**src/rtl/voice_allocator_if.sv**
```systemverilog
// Event handshake and per-voice control bus of the voice allocator.
interface voice_allocator_if #(
    parameter int VOICES         = 8,
    parameter int NOTE_WIDTH     = 7,
    parameter int VELOCITY_WIDTH = 7
);
    logic                               event_valid;
    logic                               event_ready;
    logic                               event_note_on;
    logic [NOTE_WIDTH-1:0]              event_note;
    logic [VELOCITY_WIDTH-1:0]          event_velocity;
    logic [VOICES-1:0]                  voice_gate;
    logic [VOICES*NOTE_WIDTH-1:0]       voice_note;
    logic [VOICES*VELOCITY_WIDTH-1:0]   voice_velocity;
    logic [VOICES-1:0]                  voice_trigger;
    logic [VOICES-1:0]                  voice_release;
    logic                               event_dropped;

    modport master (
        output event_valid, event_note_on, event_note, event_velocity,
        input  event_ready, voice_gate, voice_note, voice_velocity,
               voice_trigger, voice_release, event_dropped
    );

    modport slave (
        input  event_valid, event_note_on, event_note, event_velocity,
        output event_ready, voice_gate, voice_note, voice_velocity,
               voice_trigger, voice_release, event_dropped
    );
endinterface

```
**src/rtl/voice_allocator.sv**
```systemverilog
// Sequential-scan polyphonic voice allocator (retrigger > lowest free > oldest).
// VOICE_ALLOCATOR_STEAL_EN: steal the oldest voice instead of dropping when full.
module voice_allocator #(
    parameter int VOICES         = 8,
    parameter int NOTE_WIDTH     = 7,
    parameter int VELOCITY_WIDTH = 7
) (
    input  logic             clock_50_000_000,
    input  logic             reset,
    voice_allocator_if.slave bus
);
    localparam int              IW   = (VOICES > 1) ? $clog2(VOICES) : 1;
    localparam logic [IW-1:0]   LAST = IW'(VOICES - 1);

    typedef enum logic [1:0] {IDLE, SCAN, COMMIT} state_e;

    state_e                                 state_q;
    logic                                   ready_q;
    logic [IW-1:0]                          idx_q;
    logic                                   ev_on_q;
    logic [NOTE_WIDTH-1:0]                  ev_note_q;
    logic [VELOCITY_WIDTH-1:0]              ev_vel_q;
    logic                                   has_match_q, has_free_q;
    logic [IW-1:0]                          match_q, free_q, old_q;
    logic [VOICES-1:0]                      gate_q, trig_q, rel_q;
    logic                                   drop_q;
    logic [VOICES-1:0][NOTE_WIDTH-1:0]      note_q;
    logic [VOICES-1:0][VELOCITY_WIDTH-1:0]  vel_q;
    logic [VOICES-1:0][IW-1:0]              rank_q;

    logic [IW-1:0]                          tgt_d;
    logic                                   tgt_vld_d;

    assign bus.event_ready    = ready_q;
    assign bus.voice_gate     = gate_q;
    assign bus.voice_note     = note_q;
    assign bus.voice_velocity = vel_q;
    assign bus.voice_trigger  = trig_q;
    assign bus.voice_release  = rel_q;
    assign bus.event_dropped  = drop_q;

    // Note-on target after the scan; the oldest voice is only usable when stealing.
    always_comb begin
        tgt_d     = old_q;
        tgt_vld_d = 1'b0;
        if (has_match_q) begin
            tgt_d     = match_q;
            tgt_vld_d = 1'b1;
        end else if (has_free_q) begin
            tgt_d     = free_q;
            tgt_vld_d = 1'b1;
        end else begin
`ifdef VOICE_ALLOCATOR_STEAL_EN
            tgt_vld_d = 1'b1;
`else
            tgt_vld_d = 1'b0;
`endif
        end
    end

    always_ff @(posedge clock_50_000_000 or posedge reset) begin
        if (reset) begin
            state_q     <= IDLE;
            ready_q     <= 1'b1;
            idx_q       <= '0;
            ev_on_q     <= 1'b0;
            ev_note_q   <= '0;
            ev_vel_q    <= '0;
            has_match_q <= 1'b0;
            has_free_q  <= 1'b0;
            match_q     <= '0;
            free_q      <= '0;
            old_q       <= '0;
            gate_q      <= '0;
            trig_q      <= '0;
            rel_q       <= '0;
            drop_q      <= 1'b0;
            note_q      <= '0;
            vel_q       <= '0;
            for (int i = 0; i < VOICES; i++) rank_q[i] <= IW'(i);
        end else begin
            trig_q <= '0;
            rel_q  <= '0;
            drop_q <= 1'b0;
            case (state_q)
                IDLE: begin
                    if (bus.event_valid && ready_q) begin
                        // Velocity-0 note-on is a note-off in MIDI running status.
                        ev_on_q     <= bus.event_note_on && (bus.event_velocity != '0);
                        ev_note_q   <= bus.event_note;
                        ev_vel_q    <= bus.event_velocity;
                        has_match_q <= 1'b0;
                        has_free_q  <= 1'b0;
                        idx_q       <= '0;
                        ready_q     <= 1'b0;
                        state_q     <= SCAN;
                    end
                end
                SCAN: begin
                    if (gate_q[idx_q] && note_q[idx_q] == ev_note_q && !has_match_q) begin
                        has_match_q <= 1'b1;
                        match_q     <= idx_q;
                    end
                    if (!gate_q[idx_q] && !has_free_q) begin
                        has_free_q <= 1'b1;
                        free_q     <= idx_q;
                    end
                    if (rank_q[idx_q] == LAST) old_q <= idx_q;
                    if (idx_q == LAST) state_q <= COMMIT;
                    else               idx_q   <= idx_q + 1'b1;
                end
                COMMIT: begin
                    state_q <= IDLE;
                    ready_q <= 1'b1;
                    if (ev_on_q && tgt_vld_d) begin
                        gate_q[tgt_d] <= 1'b1;
                        note_q[tgt_d] <= ev_note_q;
                        vel_q[tgt_d]  <= ev_vel_q;
                        trig_q[tgt_d] <= 1'b1;
                        for (int i = 0; i < VOICES; i++) begin
                            if (IW'(i) == tgt_d)                rank_q[i] <= '0;
                            else if (rank_q[i] < rank_q[tgt_d]) rank_q[i] <= rank_q[i] + 1'b1;
                        end
                    end else if (ev_on_q) begin
                        drop_q <= 1'b1;
                    end else if (has_match_q) begin
                        gate_q[match_q] <= 1'b0;
                        rel_q[match_q]  <= 1'b1;
                    end
                end
                default: begin
                    state_q <= IDLE;
                    ready_q <= 1'b1;
                end
            endcase
        end
    end
endmodule

```
**src/flat_wrapper.sv**
```systemverilog
// flat-port wrapper written by rule: the top's interface ports become plain ports
module voice_allocator_flat 
#(
    parameter int VOICES         = 8,
    parameter int NOTE_WIDTH     = 7,
    parameter int VELOCITY_WIDTH = 7
)
  (clock_50_000_000, reset, bus_event_valid, bus_event_note_on, bus_event_note, bus_event_velocity, bus_event_ready, bus_voice_gate, bus_voice_note, bus_voice_velocity, bus_voice_trigger, bus_voice_release, bus_event_dropped);
  voice_allocator_if #(.VOICES(VOICES), .NOTE_WIDTH(NOTE_WIDTH), .VELOCITY_WIDTH(VELOCITY_WIDTH)) bus_i ();
  input  logic clock_50_000_000;
  input  logic reset;
  input wire logic [$bits(bus_i.event_valid)-1:0] bus_event_valid;
  input wire logic [$bits(bus_i.event_note_on)-1:0] bus_event_note_on;
  input wire logic [$bits(bus_i.event_note)-1:0] bus_event_note;
  input wire logic [$bits(bus_i.event_velocity)-1:0] bus_event_velocity;
  output wire logic [$bits(bus_i.event_ready)-1:0] bus_event_ready;
  output wire logic [$bits(bus_i.voice_gate)-1:0] bus_voice_gate;
  output wire logic [$bits(bus_i.voice_note)-1:0] bus_voice_note;
  output wire logic [$bits(bus_i.voice_velocity)-1:0] bus_voice_velocity;
  output wire logic [$bits(bus_i.voice_trigger)-1:0] bus_voice_trigger;
  output wire logic [$bits(bus_i.voice_release)-1:0] bus_voice_release;
  output wire logic [$bits(bus_i.event_dropped)-1:0] bus_event_dropped;
  assign bus_i.event_valid = bus_event_valid;
  assign bus_i.event_note_on = bus_event_note_on;
  assign bus_i.event_note = bus_event_note;
  assign bus_i.event_velocity = bus_event_velocity;
  assign bus_event_ready = bus_i.event_ready;
  assign bus_voice_gate = bus_i.voice_gate;
  assign bus_voice_note = bus_i.voice_note;
  assign bus_voice_velocity = bus_i.voice_velocity;
  assign bus_voice_trigger = bus_i.voice_trigger;
  assign bus_voice_release = bus_i.voice_release;
  assign bus_event_dropped = bus_i.event_dropped;
  voice_allocator #(.VOICES(VOICES), .NOTE_WIDTH(NOTE_WIDTH), .VELOCITY_WIDTH(VELOCITY_WIDTH)) u_core (.clock_50_000_000(clock_50_000_000), .reset(reset), .bus(bus_i));
endmodule
```
**config.mk**
```make
export PLATFORM = sky130hd
export DESIGN_NAME = voice_allocator_flat
export DESIGN_NICKNAME = d
export VERILOG_FILES = /design/src/rtl/voice_allocator_if.sv /design/src/rtl/voice_allocator.sv /design/src/flat_wrapper.sv
export SDC_FILE = /design/constraint.sdc
export NUM_CORES = 1
export LEC_CHECK = 0
export ABC_AREA = 0
export CORE_MARGIN = 3
export CORE_UTILIZATION = 48
export DETAILED_ROUTE_END_ITERATION = 10
export PLACE_DENSITY = 0.85
export SYNTH_ARGS = -nofsm -noshare
export SYNTH_HDL_FRONTEND = slang
export SYNTH_SLANG_ARGS = --single-unit
```
**constraint.sdc**
```tcl
create_clock -name clock_50_000_000 -period 6.2 [get_ports clock_50_000_000]
set_input_delay 0.62 -clock clock_50_000_000 [delete_from_list [all_inputs] [get_ports clock_50_000_000]]
set_output_delay 0.62 -clock clock_50_000_000 [all_outputs]
set_load 0.05 [all_outputs]
```
# == Word-level counts from Yosys, hierarchy flattened ==
# Cells that the tools add are included.
# classes
add_sub_neg,9
mul,0
n_div,0
magnitude_cmp,13
n_eq_ne,18
n_shift,0
n_mux,60
bitwise,4
n_reduce_logical,43
# ops
op,count
56-bit bitwise mux,2
8-bit 2-to-1 mux,9
3-bit 2-to-1 mux,22
3-bit AND reduction,12
"3-bit by 1-bit adder with 3-bit output, second input constant",9
3-bit < comparator,8
7-bit binary-select mux with 3-bit select,1
7-bit demux with 3-bit select,1
2-bit nonzero test,10
3-bit binary-select mux with 3-bit select,2
7-bit 2-to-1 mux,2
2-bit AND reduction,7
"3-bit equality test, first input constant",4
"3-bit by 4-bit < comparator with 1-bit output, second input constant",3
1-bit 2-to-1 mux,11
8-bit bitwise AND,1
1-bit logical AND,8
"2-bit by 1-bit inequality test with 1-bit output, second input constant",4
8-bit inverter,1
8-bit OR,1
7-bit equality test,1
7-bit nonzero test,1
1-bit demux with 3-bit select,2
"2-bit by 3-bit equality test with 1-bit output, first input constant",2
15 further kinds,23
# word_totals
ff_bits,193
latchBits,0
ramBits,0
romBits,0
inputBits,18
output_inout_bits,138
word_cells,186
memories,0

# == Depth between registers and ports, before layout ==
# Gate-level depths: netlist (run 1).
# logic_depth
depth_word,9
ltp_mapped,12
mapped_depth_nobuf,10

# == Least setup slack after synthesis (run 1) ==
# OpenSTA, ideal clock, no wires.
# synth_path
kind,reg-to-reg
start,register u_core.has_free_q
end,register u_core.rank_q[20] (netlist bit)
setup_ps,78
arrival_ps,3210
required_time_ps,6122
slack_ps,2912
stages_incl_launch_ff,12
n_path_buf,1
synth_period_minus_slack_ps,3288
cell_sequence,dfrtp_1 buf_6 mux2i_1 o21ai_1 mux4_2 mux2i_1 ha_1 nand2_1 o21bai_1 o2111ai_1 or2_2 a31o_2
# synth_via
elab_chain_len,7
elab_cells_between_ends,12
classes_between,order compare (1); eq/ne (1); mux (7); reduce/logical (3)
# synth_rtl
item,line,source
start: declaration,voice_allocator.sv:23,"logic has_match_q, has_free_q;"
start signal: assignment,voice_allocator.sv:70,has_free_q <= 1'b0;
start signal: assignment,voice_allocator.sv:93,has_free_q <= 1'b0;
start signal: assignment,voice_allocator.sv:105,has_free_q <= 1'b1;
3-bit 2-to-1 mux,voice_allocator.sv:49,end else if (has_free_q) begin
3-bit 2-to-1 mux,voice_allocator.sv:46,if (has_match_q) begin
3-bit binary-select mux with 3-bit select,voice_allocator.sv:122,else if (rank_q[i] < rank_q[tgt_d]) rank_q[i] <= rank_q[i] + 1'b1;
3-bit 2-to-1 mux (implied by the code),voice_allocator.sv:122,
3-bit < comparator,voice_allocator.sv:122,
2-bit nonzero test (no line),-,
3-bit AND reduction (no line),-,
end signal: indexed assignment,voice_allocator.sv:121,if (IW'(i) == tgt_d) rank_q[i] <= '0;
end: declaration,voice_allocator.sv:29,logic [VOICES-1:0][IW-1:0] rank_q;
# Parallel ways exist; a longest one is shown, timed or not. The select of a mux whose other input is x is not followed.
# A chain may end at the register's enable or synchronous reset.

# == Worst setup path in the final report (run 1) ==
# Same ends and word-level chain as after synthesis.

==> results.toml, run 1 <==
[detailed_routing]
viasPerCell = 5.73
vias = 6777
drt_iter0_markers = 477
wirelength_mm = 23.5
post_drt_wl_per_cell_um = 19.8
drc = 0
antenna_left = 0
drtPass1Iterations = 5

[power]
p_int_w = 0.00184
power_frac_seq = 0.529
leakage_nw = 5.30
finalPower_w = 0.00238
combPwrFrac = 0.015
ir_drop_mv = 0.194
switchingPower_w = 0.000544
p_per_area_nw_per_um2 = 213
clkPwrFrac = 0.456
switching_share = 0.228

[yosys]
netlist_area_um2 = 8880
synth_cell_types = 61
synth_nets = 838
netlist_instances = 802
synth_top_area_share = 0.507
synth_edf_count = 0
yosysWarnings = 0
ys_top_cells_by_area = "dfrtp_1 51%, mux2_2 10%, nand2_1 8.9%"
async_flop_share = 1.00
ys_seq_area_frac = 0.546
ys.flop_type = "dfrtp_1"
yosys.area.top_type = "dfrtp_1"
ys_ff_latch = 193
avgSynthCellArea_um2 = 11.1

[setup_path]
crit_family = "multiplexers"
slowest_stage = "mux2i_1"
required_ps = 6570
worst-path-buf-inv = 0
path_cells = "mux2i_1 > o21ai_1 > mux4_2 > mux2i_1 > ha_1 > nand2_1 > o21bai_1 > o2111ai_1 > or2_2 > a31o_2"
critPathMaxStageDelay_ps = 670
crit_top_cell = "mux2i_1"
path_max_fanout = 8
cp-start-kind = "flip-flop"
path_class = "flip-flop to flip-flop"
cp-end-kind = "flip-flop"
worstPathArrival_ps = 4100

[place]
hpwl_mm = 15.5
gp_congestion = 0.976
port-buffer-count = 155
dp.cells = 1150

[layout]
nets = 976
final_cell_mix = "211 x nand2_1, 180 x dfrtp_1, 155 x clkdlybuf4s50_1, 79 x mux2_2, 35 x nor2_1"
fillCellCount = 1352
num_antenna_cells = 0
drive_gt1_frac = 0.172
stdcell_count = 1182
syn2layout_area_growth_pct = 25.9
regArea_um2 = 4850
multiInputGateArea_um2 = 3720
layout_commonest_cell = "nand2_1"
post-route-util = 0.618

[floorplanning]
core_area_um2 = 18100
initial_core_util = 0.491
die_x_um = 142
die_h_um = 142
fp-row-count = 49
die-area_um2 = 20200
ios = 156

[cts]
postCtsHoldBufs = 0
cts_tree = "built"
cts_setup_buffers = 0
cts_buffer_depth = 2
clock-sinks = 193
cts.htree.levels = 4
clk_pin_slew_ps = 70
cts_resized = 0
clk_latency_ps = 440
numCtsBuffers = 17
cts_root_buf = "clkbuf_16"

[timing]
holdWs_ps = 477
setup_violations = 0
final_max_slew_viol_count = 0
setup_tns_ps = 0
fin_crit_ps = 3720
hold_violations = 0
worst_slew_pin_slew_ps = 1260
min_period_over_period = 0.601
rsz0062_at_grt = "false"
fin_worst_skew_ps = 12.0
max_freq_ghz = 0.269
max_slew_margin = 0.156

[global_route]
antenna_found_initial = 0
grt_first_pass_wirelength_mm = 37.2
grt_pass1_vias = 6763
grt_max_degree = 140
grt_overflow = 0
grtUsageTotal = 0.236

[min_path]
hold_path_class = "flip-flop to flip-flop"

[run]
cap_viol_max_count = 0

[outcome]
status = "complete, no violations"
cells by family (layout without fill, tap and decap cells):
kind of cell | count (synthesis) | after routing | share of synthesized area
AO/OA/AOI/OAI | 89 | 89 | 0.0712
XOR/XNOR | 7 | 7 | 0.00690
adder cells (fa/ha/maj) | 18 | 18 | 0.0254
buffers and inverters | 75 | 226 | 0.0356
flip-flops | 193 | 193 | 0.546
multiplexers | 123 | 123 | 0.177
AND/OR/NAND/NOR | 297 | 297 | 0.138
cell usage after synthesis (all sizes together) (7+ instances only):
cell type    n
o21ai       29
dfrtp      180
nor3         7
nand3       12
mux2        80
dfstp       13
inv         28
clkbuf      28
nor2        37
buf         16
nand2      211
mux4        19
a21oi        9
ha          18
mux2i       24
flip-flops by register name, indices dropped and copies added (netlist names), 3 cells and up:
signal                     count
u_core.bus.voice_velocity     56
u_core.bus.voice_gate          8
u_core.old_q                   3
u_core.ev_vel_q                7
u_core.bus.voice_release       8
u_core.bus.voice_trigger       8
u_core.match_q                 3
u_core.idx_q                   3
u_core.bus.voice_note         56
u_core.rank_q                 24
u_core.free_q                  3
u_core.ev_note_q               7
final timing paths:
kind / from / end / slack, ps / cells after the start
min: u_core.bus.voice_velocity[30] / u_core.bus.voice_velocity[30] / 480 / 2
max in group asynchronous: reset / u_core.bus.voice_note[53] / 4120 / 3
min reg2reg: u_core.bus.voice_velocity[30] / u_core.bus.voice_velocity[30] / 480 / 2
max reg2reg: u_core.has_free_q / u_core.rank_q[20] / 2480 / 10
min in group asynchronous: reset / u_core.bus.voice_velocity[53] / 730 / 2
max: u_core.has_free_q / u_core.rank_q[20] / 2480 / 10
power by group through the flow:
| stage | clock network [W] | logic, W | registers, W |
|---|---|---|---|
| 6_report | 0.00109 | 0.0000365 | 0.00126 |
| 5_1_grt | 0.00116 | 0.0000421 | 0.00126 |
| 4_1_cts | 0.00110 | 0.0000387 | 0.00126 |
| 3_5_place_dp | 0 | 0.0000387 | 0.00128 |
| 3_3_place_gp | 0 | 0.0000381 | 0.00128 |
| 2_1_floorplan | 0 | 0.0000187 | 0.00128 |
worst reg2reg max path: stages (launching register included):
cell and delay (ps):
dfrtp_1 480, mux2i_1 170, o21ai_1 440, mux4_2 560, mux2i_1 670, ha_1 370
nand2_1 90, o21bai_1 110, o2111ai_1 200, or2_2 330, a31o_2 240
per-stage QoR:
| stage | worst slack (ps) | instance area [µm²] |
|---|---|---|
| floorplan | 346 | 8880 |
| global placement | 2550 | 10600 |
| detailed placement | 2500 | 10600 |
| CTS | 2490 | 11200 |
| global route | 2200 | 11200 |
| finish | 2480 | 11200 |
cell type report:
class	count	area share
flip-flops and latches	193	0.434
multi-input cells	534	0.333
repair buffers	163	0.144
clock buffers	18	0.0384
well taps	229	0.0256
clock inverters	14	0.0139
inverters	31	0.0111
routing by layer:
metal  vias up  global-route usage  share of wire
met4         0              0.0742          0.021
li1       3052                   -              -
met1      3394               0.305           0.41
met2       290               0.385           0.48
met5         -                   0              0
met3        41              0.0712          0.082
Note: power is estimated with default switching activity, not from simulation.
==> run 2, diff against run 1 <==
CORE_UTILIZATION = 53   (was 48)
PLACE_DENSITY = 0.88   (was 0.85)
clock period = 3.7 ns   (was 6.2 ns; I/O delays follow)
==> results.toml, run 2 (synthesis results as in run 1) <==
[cts]
numCtsBuffers = 17
cts_buffer_depth = 2
cts_setup_buffers = 0
clock-sinks = 193
postCtsHoldBufs = 0
cts_resized = 0
clk_latency_ps = 440
cts.htree.levels = 4
clk_pin_slew_ps = 70
cts_root_buf = "clkbuf_16"
cts_tree = "built"

[timing]
setup_tns_ps = 0
max_freq_ghz = 0.301
hold_violations = 0
min_period_over_period = 0.897
fin_crit_ps = 3320
setup_violations = 0
rsz0062_at_grt = "false"
max_slew_margin = 0.257
fin_worst_skew_ps = 9.31
final_max_slew_viol_count = 0
worst_slew_pin_slew_ps = 1110

[layout]
syn2layout_area_growth_pct = 27.3
final_cell_mix = "211 x nand2_1, 180 x dfrtp_1, 155 x clkdlybuf4s50_1, 79 x mux2_2, 36 x nor2_1"
regArea_um2 = 4850
post-route-util = 0.701
multiInputGateArea_um2 = 3720
num_antenna_cells = 0
stdcell_count = 1177
nets = 984
fillCellCount = 1122
layout_commonest_cell = "nand2_1"
drive_gt1_frac = 0.179

[detailed_routing]
viasPerCell = 5.89
wirelength_mm = 24.7
drtPass1Iterations = 5
antenna_left = 0
drc = 0
drt_iter0_markers = 698
vias = 6932
post_drt_wl_per_cell_um = 21.0

[power]
ir_drop_mv = 0.340
p_per_area_nw_per_um2 = 366
leakage_nw = 5.37

[floorplanning]
die_x_um = 135
die-area_um2 = 18300
fp-row-count = 46
core_area_um2 = 16100
ios = 156
initial_core_util = 0.551
die_h_um = 135

[setup_path]
path_max_fanout = 8
rr_worst_depth = 11
path_class = "flip-flop to flip-flop"
required_ps = 4080
cp-end-kind = "flip-flop"
worstPathArrival_ps = 3700
cp-start-kind = "flip-flop"

[global_route]
grt_max_degree = 70
grt_overflow = 0
grtUsageMet3 = 0.0910
grtUsageTotal = 0.274
grtUsageMet2 = 0.440
grt_pass1_vias = 7169
antenna_found_initial = 0
grt_first_pass_wirelength_mm = 39.0
busiest_layer = "met2"
gr-usage-met1 = 0.351

[run]
cap_viol_max_count = 0

[min_path]
hold_path_class = "primary input to async pin"

[place]
gp_congestion = 0.915
port-buffer-count = 155
hpwl_mm = 16.5
dp.cells = 1145

[outcome]
status = "complete, no violations"
==> run 2: layer usage <==
| metal | wire length (µm) | vias to the layer above |
|---|---|---|
| met4 | 680 | 0 |
| met1 | 9490 | 3439 |
| li1 | - | 3054 |
| met2 | 12000 | 375 |
| met3 | 2530 | 64 |
| met5 | 0 | - |
==> run 2: area by class of cell <==
class | instances | share of cell area
Sequential cell | 193 | 0.429
Timing Repair Buffer | 171 | 0.151
Clock inverter | 15 | 0.0187
Inverter | 31 | 0.0106
Multi-Input combinational cell | 534 | 0.329
Clock buffer | 17 | 0.0376
Tap cell | 216 | 0.0239
==> run 2: power by group <==
group / internal (W) / total (W) / switching [W]
Clock: 0.00105 / 0.00196 / 0.000918
Combinational: 0.0000230 / 0.0000677 / 0.0000448
Sequential: 0.00211 / 0.00211 / 0
==> run 2: worst paths after layout <==
kind | slack (ps) | endpoint | startpoint
setup / recovery | 380 | u_core.rank_q[20] | u_core.has_free_q
hold / removal | 450 | u_core.bus.voice_velocity[38] | reset
setup reg to reg | 380 | u_core.rank_q[20] | u_core.has_free_q
hold reg to reg | 480 | u_core.bus.voice_velocity[3] | u_core.bus.voice_velocity[3]
max in group asynchronous | 2420 | u_core.rank_q[14] | reset
min in group clock_50_000_000 | 480 | u_core.bus.voice_velocity[3] | u_core.bus.voice_velocity[3]
==> run 2: metrics by stage <==
step / total power [W] / worst slack [ps] / cell area, µm² / hold slack [ps]
floorplan: 0.00218 / 412 / 8880 / 469
global placement: 0.00222 / 522 / 10700 / 459
detailed placement: 0.00222 / 405 / 10700 / 465
CTS: 0.00416 / 385 / 11300 / 457
global route: 0.00426 / 78.6 / 11300 / 484
finish: 0.00414 / 380 / 11300 / 446
==> run 2: critical path, cell delays in order, from the launching register on <==
cell and delay [ps]:
dfrtp_1 520, mux2i_1 160, o21ai_1 480, mux4_2 570, mux2i_1 130, buf_4 200, ha_1 260, nand2_1 80
o21bai_1 100, o2111ai_1 190, or2_2 330, a31o_2 240
